===== src/rtl/tag_lookup_issue.sv =====
// Front end of the DRAM cache controller: accepts one host read or write at a time, issues the
// line-slot read to the memory controller and pushes tag FIFO / write buffer / ROB entries in order.
module tag_lookup_issue #(
   parameter int ADDR_WIDTH   = 32,
   parameter int DATA_WIDTH   = 64,
   parameter int ID_WIDTH     = 4,
   parameter int INDEX_WIDTH  = 10,
   parameter int OFFSET_WIDTH = 6,
   parameter int TID_WIDTH    = 3
) (
   input  logic                            clk,
   input  logic                            rst_n,
   input  logic [ID_WIDTH-1:0]             arid_i,
   input  logic [ADDR_WIDTH-1:0]           araddr_i,
   input  logic                            arvalid_i,
   output logic                            arready_o,
   input  logic [ID_WIDTH-1:0]             awid_i,
   input  logic [ADDR_WIDTH-1:0]           awaddr_i,
   input  logic                            awvalid_i,
   output logic                            awready_o,
   input  logic [DATA_WIDTH-1:0]           wdata_i,
   input  logic                            wvalid_i,
   output logic                            wready_o,
   output logic [ID_WIDTH-1:0]             bid_o,
   output logic [1:0]                      bresp_o,
   output logic                            bvalid_o,
   input  logic                            bready_i,
   output logic [ID_WIDTH-1:0]             mem_arid_o,
   output logic [ADDR_WIDTH-1:0]           mem_araddr_o,
   output logic                            mem_arvalid_o,
   input  logic                            mem_arready_i,
   input  logic                            tag_fifo_afull_i,
   output logic                            tag_fifo_wren_o,
   output logic [TID_WIDTH+ADDR_WIDTH:0]   tag_fifo_data_o,
   input  logic                            wbuffer_afull_i,
   output logic                            wbuffer_wren_o,
   output logic [DATA_WIDTH-1:0]           wbuffer_data_o,
   input  logic                            rob_alloc_afull_i,
   output logic                            rob_alloc_wren_o,
   output logic [TID_WIDTH+ID_WIDTH-1:0]   rob_alloc_data_o
);

   localparam int SLOT_WIDTH = INDEX_WIDTH + OFFSET_WIDTH;
   // Keeps index+offset, clears the tag field: the memory read targets the line slot.
   localparam logic [ADDR_WIDTH-1:0] SLOT_MASK =
      {{(ADDR_WIDTH-SLOT_WIDTH){1'b0}}, {SLOT_WIDTH{1'b1}}};
   localparam logic GRANT_RD = 1'b0;
   localparam logic GRANT_WR = 1'b1;

   typedef enum logic [2:0] {
      S_IDLE     = 3'd0,
      S_RD_ISSUE = 3'd1,
      S_WR_DATA  = 3'd2,
      S_WR_ISSUE = 3'd3,
      S_WR_RESP  = 3'd4
   } state_e;

   state_e                  state_q, state_d;
   logic [TID_WIDTH-1:0]    tid_q, tid_d;
   logic                    last_grant_q, last_grant_d;
   logic [ID_WIDTH-1:0]     id_q, id_d;
   logic [ADDR_WIDTH-1:0]   addr_q, addr_d;
   logic                    rd_ok_s, wr_ok_s, grant_rd_s, grant_wr_s;

   assign bresp_o = 2'b00;

   // Next-state and output decode; every output defaults to idle/zero.
   always_comb begin
      state_d          = state_q;
      tid_d            = tid_q;
      last_grant_d     = last_grant_q;
      id_d             = id_q;
      addr_d           = addr_q;
      rd_ok_s          = arvalid_i & ~tag_fifo_afull_i & ~rob_alloc_afull_i;
      wr_ok_s          = awvalid_i & ~tag_fifo_afull_i & ~wbuffer_afull_i;
      grant_rd_s       = 1'b0;
      grant_wr_s       = 1'b0;
      arready_o        = 1'b0;
      awready_o        = 1'b0;
      wready_o         = 1'b0;
      bvalid_o         = 1'b0;
      bid_o            = {ID_WIDTH{1'b0}};
      mem_arvalid_o    = 1'b0;
      mem_araddr_o     = {ADDR_WIDTH{1'b0}};
      mem_arid_o       = {ID_WIDTH{1'b0}};
      tag_fifo_wren_o  = 1'b0;
      tag_fifo_data_o  = {(TID_WIDTH+ADDR_WIDTH+1){1'b0}};
      wbuffer_wren_o   = 1'b0;
      wbuffer_data_o   = {DATA_WIDTH{1'b0}};
      rob_alloc_wren_o = 1'b0;
      rob_alloc_data_o = {(TID_WIDTH+ID_WIDTH){1'b0}};
      case (state_q)
         S_IDLE: begin
            // When both sides are eligible, the side not served last wins.
            grant_rd_s = rd_ok_s & (~wr_ok_s | (last_grant_q == GRANT_WR));
            grant_wr_s = wr_ok_s & (~rd_ok_s | (last_grant_q == GRANT_RD));
            arready_o  = grant_rd_s;
            awready_o  = grant_wr_s;
            if (grant_rd_s) begin
               id_d         = arid_i;
               addr_d       = araddr_i;
               last_grant_d = GRANT_RD;
               state_d      = S_RD_ISSUE;
            end else if (grant_wr_s) begin
               id_d         = awid_i;
               addr_d       = awaddr_i;
               last_grant_d = GRANT_WR;
               state_d      = S_WR_DATA;
            end else begin
               state_d = S_IDLE;
            end
         end
         S_RD_ISSUE: begin
            mem_arvalid_o = 1'b1;
            mem_araddr_o  = addr_q & SLOT_MASK;
            mem_arid_o    = ID_WIDTH'(tid_q);
            if (mem_arready_i) begin
               tag_fifo_wren_o  = 1'b1;
               tag_fifo_data_o  = {1'b0, tid_q, addr_q};
               rob_alloc_wren_o = 1'b1;
               rob_alloc_data_o = {tid_q, id_q};
               tid_d            = tid_q + 1'b1;
               state_d          = S_IDLE;
            end else begin
               state_d = S_RD_ISSUE;
            end
         end
         S_WR_DATA: begin
            wready_o = 1'b1;
            if (wvalid_i) begin
               wbuffer_wren_o = 1'b1;
               wbuffer_data_o = wdata_i;
               state_d        = S_WR_ISSUE;
            end else begin
               state_d = S_WR_DATA;
            end
         end
         S_WR_ISSUE: begin
            mem_arvalid_o = 1'b1;
            mem_araddr_o  = addr_q & SLOT_MASK;
            if (mem_arready_i) begin
               tag_fifo_wren_o = 1'b1;
               tag_fifo_data_o = {1'b1, {TID_WIDTH{1'b0}}, addr_q};
               state_d         = S_WR_RESP;
            end else begin
               state_d = S_WR_ISSUE;
            end
         end
         S_WR_RESP: begin
            bvalid_o = 1'b1;
            bid_o    = id_q;
            if (bready_i) begin
               state_d = S_IDLE;
            end else begin
               state_d = S_WR_RESP;
            end
         end
         default: begin
            state_d = S_IDLE;
         end
      endcase
   end

   // State register; reset drops any in-flight transaction without side effects.
   always_ff @(posedge clk) begin
      if (!rst_n) begin
         state_q      <= S_IDLE;
         tid_q        <= {TID_WIDTH{1'b0}};
         last_grant_q <= GRANT_WR;
         id_q         <= {ID_WIDTH{1'b0}};
         addr_q       <= {ADDR_WIDTH{1'b0}};
      end else begin
         state_q      <= state_d;
         tid_q        <= tid_d;
         last_grant_q <= last_grant_d;
         id_q         <= id_d;
         addr_q       <= addr_d;
      end
   end

endmodule


===== config.mk =====
export PLATFORM = sky130hd
export DESIGN_NAME = tag_lookup_issue
export DESIGN_NICKNAME = d
export VERILOG_FILES = /design/src/rtl/tag_lookup_issue.sv
export SDC_FILE = /design/constraint.sdc
export NUM_CORES = 1
export LEC_CHECK = 0
export ABC_AREA = 1
export CAP_MARGIN = 20
export CORE_AREA = 2 2 117 119
export DETAILED_ROUTE_END_ITERATION = 10
export DIE_AREA = 0 0 119 121
export GPL_TIMING_DRIVEN = 0
export PLACE_DENSITY = 0.81
export SLEW_MARGIN = 20
export SYNTH_ARGS = -nofsm -noshare
export SYNTH_HDL_FRONTEND = slang
export SYNTH_SLANG_ARGS = --single-unit

===== constraint.sdc =====
create_clock -name clk -period 1.9 [get_ports clk]
set_input_delay 0.19 -clock clk [delete_from_list [all_inputs] [get_ports clk]]
set_output_delay 0.19 -clock clk [all_outputs]
set_load 0.05 [all_outputs]

==> results.txt, run 1 <==
----------------------------------------------------
[STA]
  Transition at the pin with the smallest max-transition slack ... 0.548 ns
  Number of hold-slack violations in the final timing report ... 0
  Worst-case setup margin in the final layout ... 0.0521 ns
  Shortest period the worst path allows ... 1.85 ns
  RSZ-0062 raised after global routing ... true
  Fraction of the cycle the final worst path needs ... 97.3%
  Setup skew after layout ... 0.00745 ns
  Max Transition Viols Final ... 0
  Final worst hold slack ... 0.311 ns
  Peak clock frequency supported by timing ... 0.541 GHz
  Final setup fails ... 0
  Sum of negative setup slack ... 0 ns
  Worst slew margin relative to its limit ... 63.6%

[GRT]
  First-pass GRT wire length ... 24.6 mm
  Remaining Overflow, GRT ... 0
  Number of global-route vias before repair ... 4,720
  Number of antenna violations at the first check in global routing ... 4
  Overall routing resource usage ... 21.9%
  Largest net degree at the start of global routing ... 16

[Synthesis]
  Area share of the largest cell type after synthesis ... 24.2%
  Unique cell type count in the Yosys netlist ... 26
  Leading cell types by total area after synthesis ... dfxtp_1, nor2_1, nand2_1, nand3_1, inv_1
  Total standard cell area after synthesis ... 3550 µm²
  Cell count after synthesis ... 651
  Syn avg cell area ... 5.46 µm²
  Flip-flop and latch count after synthesis ... 43
  Share of the yosys chip area belonging to registers ... 24.2%
  Number of warnings issued by yosys ... 0
  Post-synth top area cell ... dfxtp_1

[Route]
  Total wire length ... 16.5 mm
  Wire length per cell ... 14.4 µm
  Router iterations before antenna repair ... 4
  Via-to-Cell Ratio ... 4.37
  Detailed-route DRC error count ... 0
  Drt first-iter violations ... 198
  Via total after detailed routing ... 4,983
  Remaining antenna violation count ... 0

[Placed design]
  Post-detailed-placement cell area ... 6840 µm²
  Worst setup timing slack at the placement stage ... -0.937 ns
  Placed wire-length estimate ... 13.9 mm
  Placed cell count ... 1,127
  Final estimated routing congestion in global placement ... 0.847
  Number of port buffers ... 282

[Min path]
  Worst hold-check path type ... input port to register
  Startpoint of the worst hold path ... rst_n

[Worst setup path]
  Peak fanout along the critical path ... 10
  Arrival time at the worst endpoint ... 1.66 ns
  Startpoint of the most critical register-to-register path ... last_grant_q
  Required time at the endpoint of the critical path ... 1.71 ns
  Startpoint type of the worst setup path ... input port
  Worst Setup Path Type ... input port to primary output
  Critical Path Source ... mem_arready_i
  Worst setup EP type ... primary output

[Pwr]
  Switching Power ... 1.24 mW
  Final total power ... 3.28 mW
  Pwr per Cell Area ... 491 nW/µm²
  Switching fraction of total power ... 37.7%
  Sequential fraction of design power ... 30.5%
  Internal cell power ... 2.05 mW
  Pleak ... 3.39 nW
  Combinational power share ... 43.1%
  Power share of the clock group ... 26.4%
  Worst VDD drop ... 0.000374 V

[Cells and area]
  Layout cells sized above 1 ... 26.7%
  Cell area after layout ... 6680 µm²
  Final Core Density ... 51.1%
  Number of cells in the finished layout apart from fillers ... 1,141
  Fill count ... 1,416
  Total number of nets in the final design ... 1,107
  Leading cell types in the layout, fill and taps excluded ... nand2_1, nor2_1, clkdlybuf4s50_1
  Area grow syn2layout ... 88.1%
  Leading cell type in the layout, fill and taps excluded ... nand2_1

[Die]
  Floorplan core area ... 13,100 µm²
  Site row count ... 42
  Chip Height ... 121 µm
  Number of top-level pins ... 303
  Initial Util ... 27.1%
  Horizontal die dimension ... 119 µm
  Die area ... 14,400 µm²

[Run]
  Max-cap viol count ... 0

[CTS]
  Num CTS Buffers ... 5
  H-tree levels ... 2
  Sinks on the clock net ... 43
  Clock Pin Slew Worst Setup and Hold Paths ... 0.06 ns
  Buffer cell driving the clock tree root ... clkbuf_16
  Clock tree from TritonCTS ... yes
  Count of hold-fix buffers inserted at cts ... 0
  Source-to-sink clock delay at the later pin of the worst-skew pair ... 0.28 ns
  Clock buffer depth ... 2

[Run status]
  Status ... complete, no violations

----------------------------------------------------
## worst max-delay path, cell delays in order
cell,delay (ns)
clkdlybuf4s50_1,0.56
clkinv_4,0.15
nor3_1,0.20
dlygate4sd2_1,0.56
## registers in the layout, indices dropped and copies added (netlist names)
| name | count |
|---|---|
| addr_q | 32 |
| id_q | 4 |
| last_grant_q | 1 |
| state_q | 3 |
| tid_q | 3 |
## synth_stat cells, drive strengths merged
master and n:
nand4 1, o21ai 1, nand3b 1, nor3 17
clkinv 1, conb 1, buf 50, nor2 194
a31oi 1, a21oi 5, dfxtp 43, ha 1
clkbuf 16, inv 56, nand3 77, nand2 185
o21a 1
## power groups by stage
stage	Sequential, mW	Combinational, mW	Clock [mW]
final	1.00	1.41	0.868
after global routing	1.01	1.54	0.947
after global placement	1.02	1.41	0
after detailed placement	1.02	1.43	0
after floorplan	1.02	0.870	0
after CTS	1.00	1.39	0.903
## cells by family (layout without fill, tap and decap cells)
kind of cell             after synthesis  after routing  share of synthesized area (%)
AND/OR/NAND/NOR                      475            475                           56.6
AO/OA/AOI/OAI                          8              8                           1.23
buffers and inverters                123            415                           17.5
adder cells (fa/ha/maj)                1              1                          0.352
other                                  1             23                          0.106
flip-flops                            43             43                           24.2
## routing by layer
metal	track usage, %	vias up	part of all wire (%)
li1	-	2555	-
met1	23.0	2202	38
met2	40.7	196	52
met3	4.61	30	6.5
met4	11.5	0	3.9
met5	0	-	0
## final timing paths
check                       end  slack [ns]  depth (start not counted)
max          tag_fifo_data_o[1]        0.05                          4
min                  state_q[0]        0.31                          3
max reg2reg          addr_q[18]        0.33                          8
min reg2reg            tid_q[0]        0.51                          2
## cell type report
cell class	count	area (µm²)	area share [%]
repair buffers	284	2430	36.4
multi-input cells	503	2320	34.7
flip-flops and latches	43	863	12.9
plain buffers	66	462	6.91
inverters	57	229	3.43
well taps	176	220	3.30
clock buffers	5	125	1.87
clock inverters	3	23.8	0.356
diodes	4	10.0	0.150
## what timing repair did
action / in CTS / in global routing
buffers inserted: 1 / 0
endpoints found under the hold margin: 0 / 0
gates resized for setup: 636 / 153
pin swaps: 2 / 1
cloned: 0 / 1
endpoints found under the setup margin: 137 / 110
Power figures use the tool's default switching activity.
==> run 2, diff against run 1 <==
clock period = 2 ns   (was 1.9 ns; I/O delays follow)
==> run 2 against run 1 <==
Effect of this change:
- cell count is 0.53% lower
- critical path type is now register to primary output
- clock power is 5.8% higher
- sequential cell count stayed put
- utilization is 1.3 points lower
- largest power group unchanged
- first-iteration DRC count is 27% higher
- critical path depth is 4 higher
- worst hold slack worse by 0.023 ns
- total power is 3.1% lower
- die area stayed put
- via count is 1.8% lower
- highest routed layer is now met5
==> results.txt, run 2 (synthesis results as in run 1) <==
----------------------------------------------------
[Worst setup path]
  Peak fanout along the critical path ... 10 (unchanged)
  Register-to-Register Path Depth ... 8 (unchanged)
  Worst reg-to-reg setup slack ... 0.52 ns (was 0.33 ns)
  Arrival time at the worst endpoint ... 1.73 ns (was 1.66 ns)
  Critical Path Source ... state_q[0] (was mem_arready_i)
  Crit path capture ... tag_fifo_data_o[21] (was tag_fifo_data_o[1])
  Startpoint type of the worst setup path ... register (was input port)
  Startpoint of the most critical register-to-register path ... last_grant_q (unchanged)
  Worst Setup Path Type ... register to primary output (was input port to primary output)
  Endpoint of the lowest-slack register-to-register path ... addr_q[14] (was addr_q[18])
  Required time at the endpoint of the critical path ... 1.80 ns (was 1.71 ns)
  Worst setup EP type ... primary output (unchanged)

[Pwr]
  Pwr per Cell Area ... 488 nW/µm² (was 491 nW/µm²)
  Pleak ... 3.38 nW (was 3.39 nW)
  Worst VDD drop ... 0.000271 V (was 0.000374 V)
  Final total power ... 3.18 mW (was 3.28 mW)

[STA]
  Final setup fails ... 0 (unchanged)
  Number of hold-slack violations in the final timing report ... 0 (unchanged)
  Worst-case setup margin in the final layout ... 0.0718 ns (was 0.0521 ns)
  Fraction of the cycle the final worst path needs ... 96.4%
  Final worst hold slack ... 0.288 ns (was 0.311 ns)
  Transition at the pin with the smallest max-transition slack ... 0.538 ns (was 0.548 ns)
  Shortest period the worst path allows ... 1.93 ns
  Max Transition Viols Final ... 0 (unchanged)
  Worst slew margin relative to its limit ... 64.1% (was 63.6%)
  RSZ-0062 raised after global routing ... true (unchanged)
  Setup skew after layout ... 0.00953 ns (was 0.00745 ns)
  Peak clock frequency supported by timing ... 0.519 GHz
  Sum of negative setup slack ... 0 ns (unchanged)

[Placed design]
  Number of port buffers ... 282 (unchanged)
  Placed wire-length estimate ... 13.2 mm (was 13.9 mm)
  Worst setup timing slack at the placement stage ... -0.897 ns (was -0.937 ns)
  Final estimated routing congestion in global placement ... 0.862 (was 0.847)

[Route]
  Detailed-route DRC error count ... 0 (unchanged)
  Via-to-Cell Ratio ... 4.31 (was 4.37)
  Remaining antenna violation count ... 0 (unchanged)
  Drt first-iter violations ... 252 (was 198)
  Via total after detailed routing ... 4,894 (was 4,983)
  Wire length per cell ... 14.3 µm (was 14.4 µm)
  Router iterations before antenna repair ... 4 (unchanged)
  Total wire length ... 16.2 mm (was 16.5 mm)

[GRT]
  Largest net degree at the start of global routing ... 13 (was 16)
  Overall routing resource usage ... 21.4% (was 21.9%)
  Number of global-route vias before repair ... 4,705 (was 4,720)
  Remaining Overflow, GRT ... 0 (unchanged)
  First-pass GRT wire length ... 24.4 mm (was 24.6 mm)
  Number of antenna violations at the first check in global routing ... 2 (was 4)

[Run]
  Max-cap viol count ... 0 (unchanged)

[Cells and area]
  Area grow syn2layout ... 83.5% (was 88.1%)
  Leading cell type in the layout, fill and taps excluded ... nand2_1 (unchanged)
  Final Core Density ... 49.8% (was 51.1%)
  Biggest regs ... addr_q (32), id_q (4) (unchanged)
  Register name with the most flops ... addr_q (unchanged)
  Leading cell types in the layout, fill and taps excluded ... nand2_1, nor2_1, clkdlybuf4s50_1 (unchanged)
  Fill count ... 1,390 (was 1,416)
  Layout cells sized above 1 ... 25.1% (was 26.7%)
  Total number of nets in the final design ... 1,105 (was 1,107)
  Flip-flop count of the largest register after layout ... 32 (unchanged)

[CTS]
  Num CTS Buffers ... 5 (unchanged)
  Clock Pin Slew Worst Setup and Hold Paths ... 0.06 ns (about the same)
  Sinks on the clock net ... 43 (unchanged)
  Count of hold-fix buffers inserted at cts ... 0 (unchanged)
  Clock buffer depth ... 2 (unchanged)
  Buffer cell driving the clock tree root ... clkbuf_16 (unchanged)
  Clock tree from TritonCTS ... yes (unchanged)
  Postcts setup bufs ... 0 (was 1)
  H-tree levels ... 2 (unchanged)
  Source-to-sink clock delay at the later pin of the worst-skew pair ... 0.29 ns (was 0.28 ns)

[Die]
  Die area ... 14,400 µm² (unchanged)
  Site row count ... 42 (unchanged)
  Chip Height ... 121 µm (unchanged)
  Number of top-level pins ... 303 (unchanged)
  Initial Util ... 27.1% (unchanged)
  Horizontal die dimension ... 119 µm (unchanged)
  Floorplan core area ... 13,100 µm² (unchanged)

[Run status]
  Status ... complete, no violations (unchanged)

[Min path]
  Worst hold-check path type ... input port to register (unchanged)

----------------------------------------------------
[run 2: cell count changes in the layout (fill, tap and decap cells not counted), moves of 6 or more]
cell,change
buf_6,-6
nor2_4,-7
clkbuf_4,-23
buf_2,+29
clkdlybuf4s15_2,+6
buf_4,-10
[run 2: power by group]
group	internal, mW	switching, mW	leakage (nW)
logic	0.528	0.784	2.95
clock network	0.583	0.334	0.0769
registers	0.931	0.0212	0.353
total	2.04	1.14	3.38
[run 2: area by class of cell]
class	instances	area, µm²	area share (%)
Inverter	57	221	3.40
Timing Repair Buffer	282	2340	35.9
Clock buffer	6	129	1.98
Tap cell	176	220	3.38
Multi-Input combinational cell	503	2250	34.6
Buffer	66	460	7.06
Antenna cell	1	2.50	0.0384
Sequential cell	43	861	13.2
Clock inverter	1	30.0	0.461
[run 2: how the worst min path moves through the flow]
| stage | from | endpoint | slack, ns | depth (start not counted) |
|---|---|---|---|---|
| 6_report | rst_n | state_q[0] | 0.29 | 3 |
| 5_1_grt | rst_n | state_q[0] | 0.32 | 3 |
| 4_1_cts | rst_n | state_q[0] | 0.29 | 3 |
| 3_5_place_dp | last_grant_q | last_grant_q | 0.49 | 2 |
| 3_3_place_gp | last_grant_q | last_grant_q | 0.48 | 2 |
| 2_1_floorplan | awaddr_i[0] | addr_q[0] | 0.41 | 4 |
[run 2: what timing repair did]
| action | CTS | global route |
|---|---|---|
| gates resized for setup | 531 | 157 |
| cloned | 0 | 0 |
| endpoints found under the setup margin | 137 | 102 |
[run 2: worst max-delay path: stages (launching register included)]
cell	delay, ns
dfxtp_1	0.34
inv_1	0.08
nor2_4	0.16
inv_2	0.13
nor2_4	0.13
inv_4	0.10
clkbuf_16	0.20
nor2_4	0.10
buf_4	0.19
[run 2: per-stage QoR]
step | area [µm²] | std cells
3_5_place_dp | 6790 | 1127
5_1_grt | 6520 | 1134
2_1_floorplan | 3750 | 669
6_report | 6520 | 1135
3_3_place_gp | 6790 | 1127
4_1_cts | 6780 | 1134
[run 2: per-layer routing]
layer | part of all wire (%) | track usage, % | vias to the layer above
met1 | 39 | 23.3 | 2119
met4 | 3.3 | 7.81 | 2
met5 | 0.080 | 0 | -
met2 | 51 | 40.2 | 198
met3 | 7.1 | 5.17 | 33
li1 | - | - | 2542
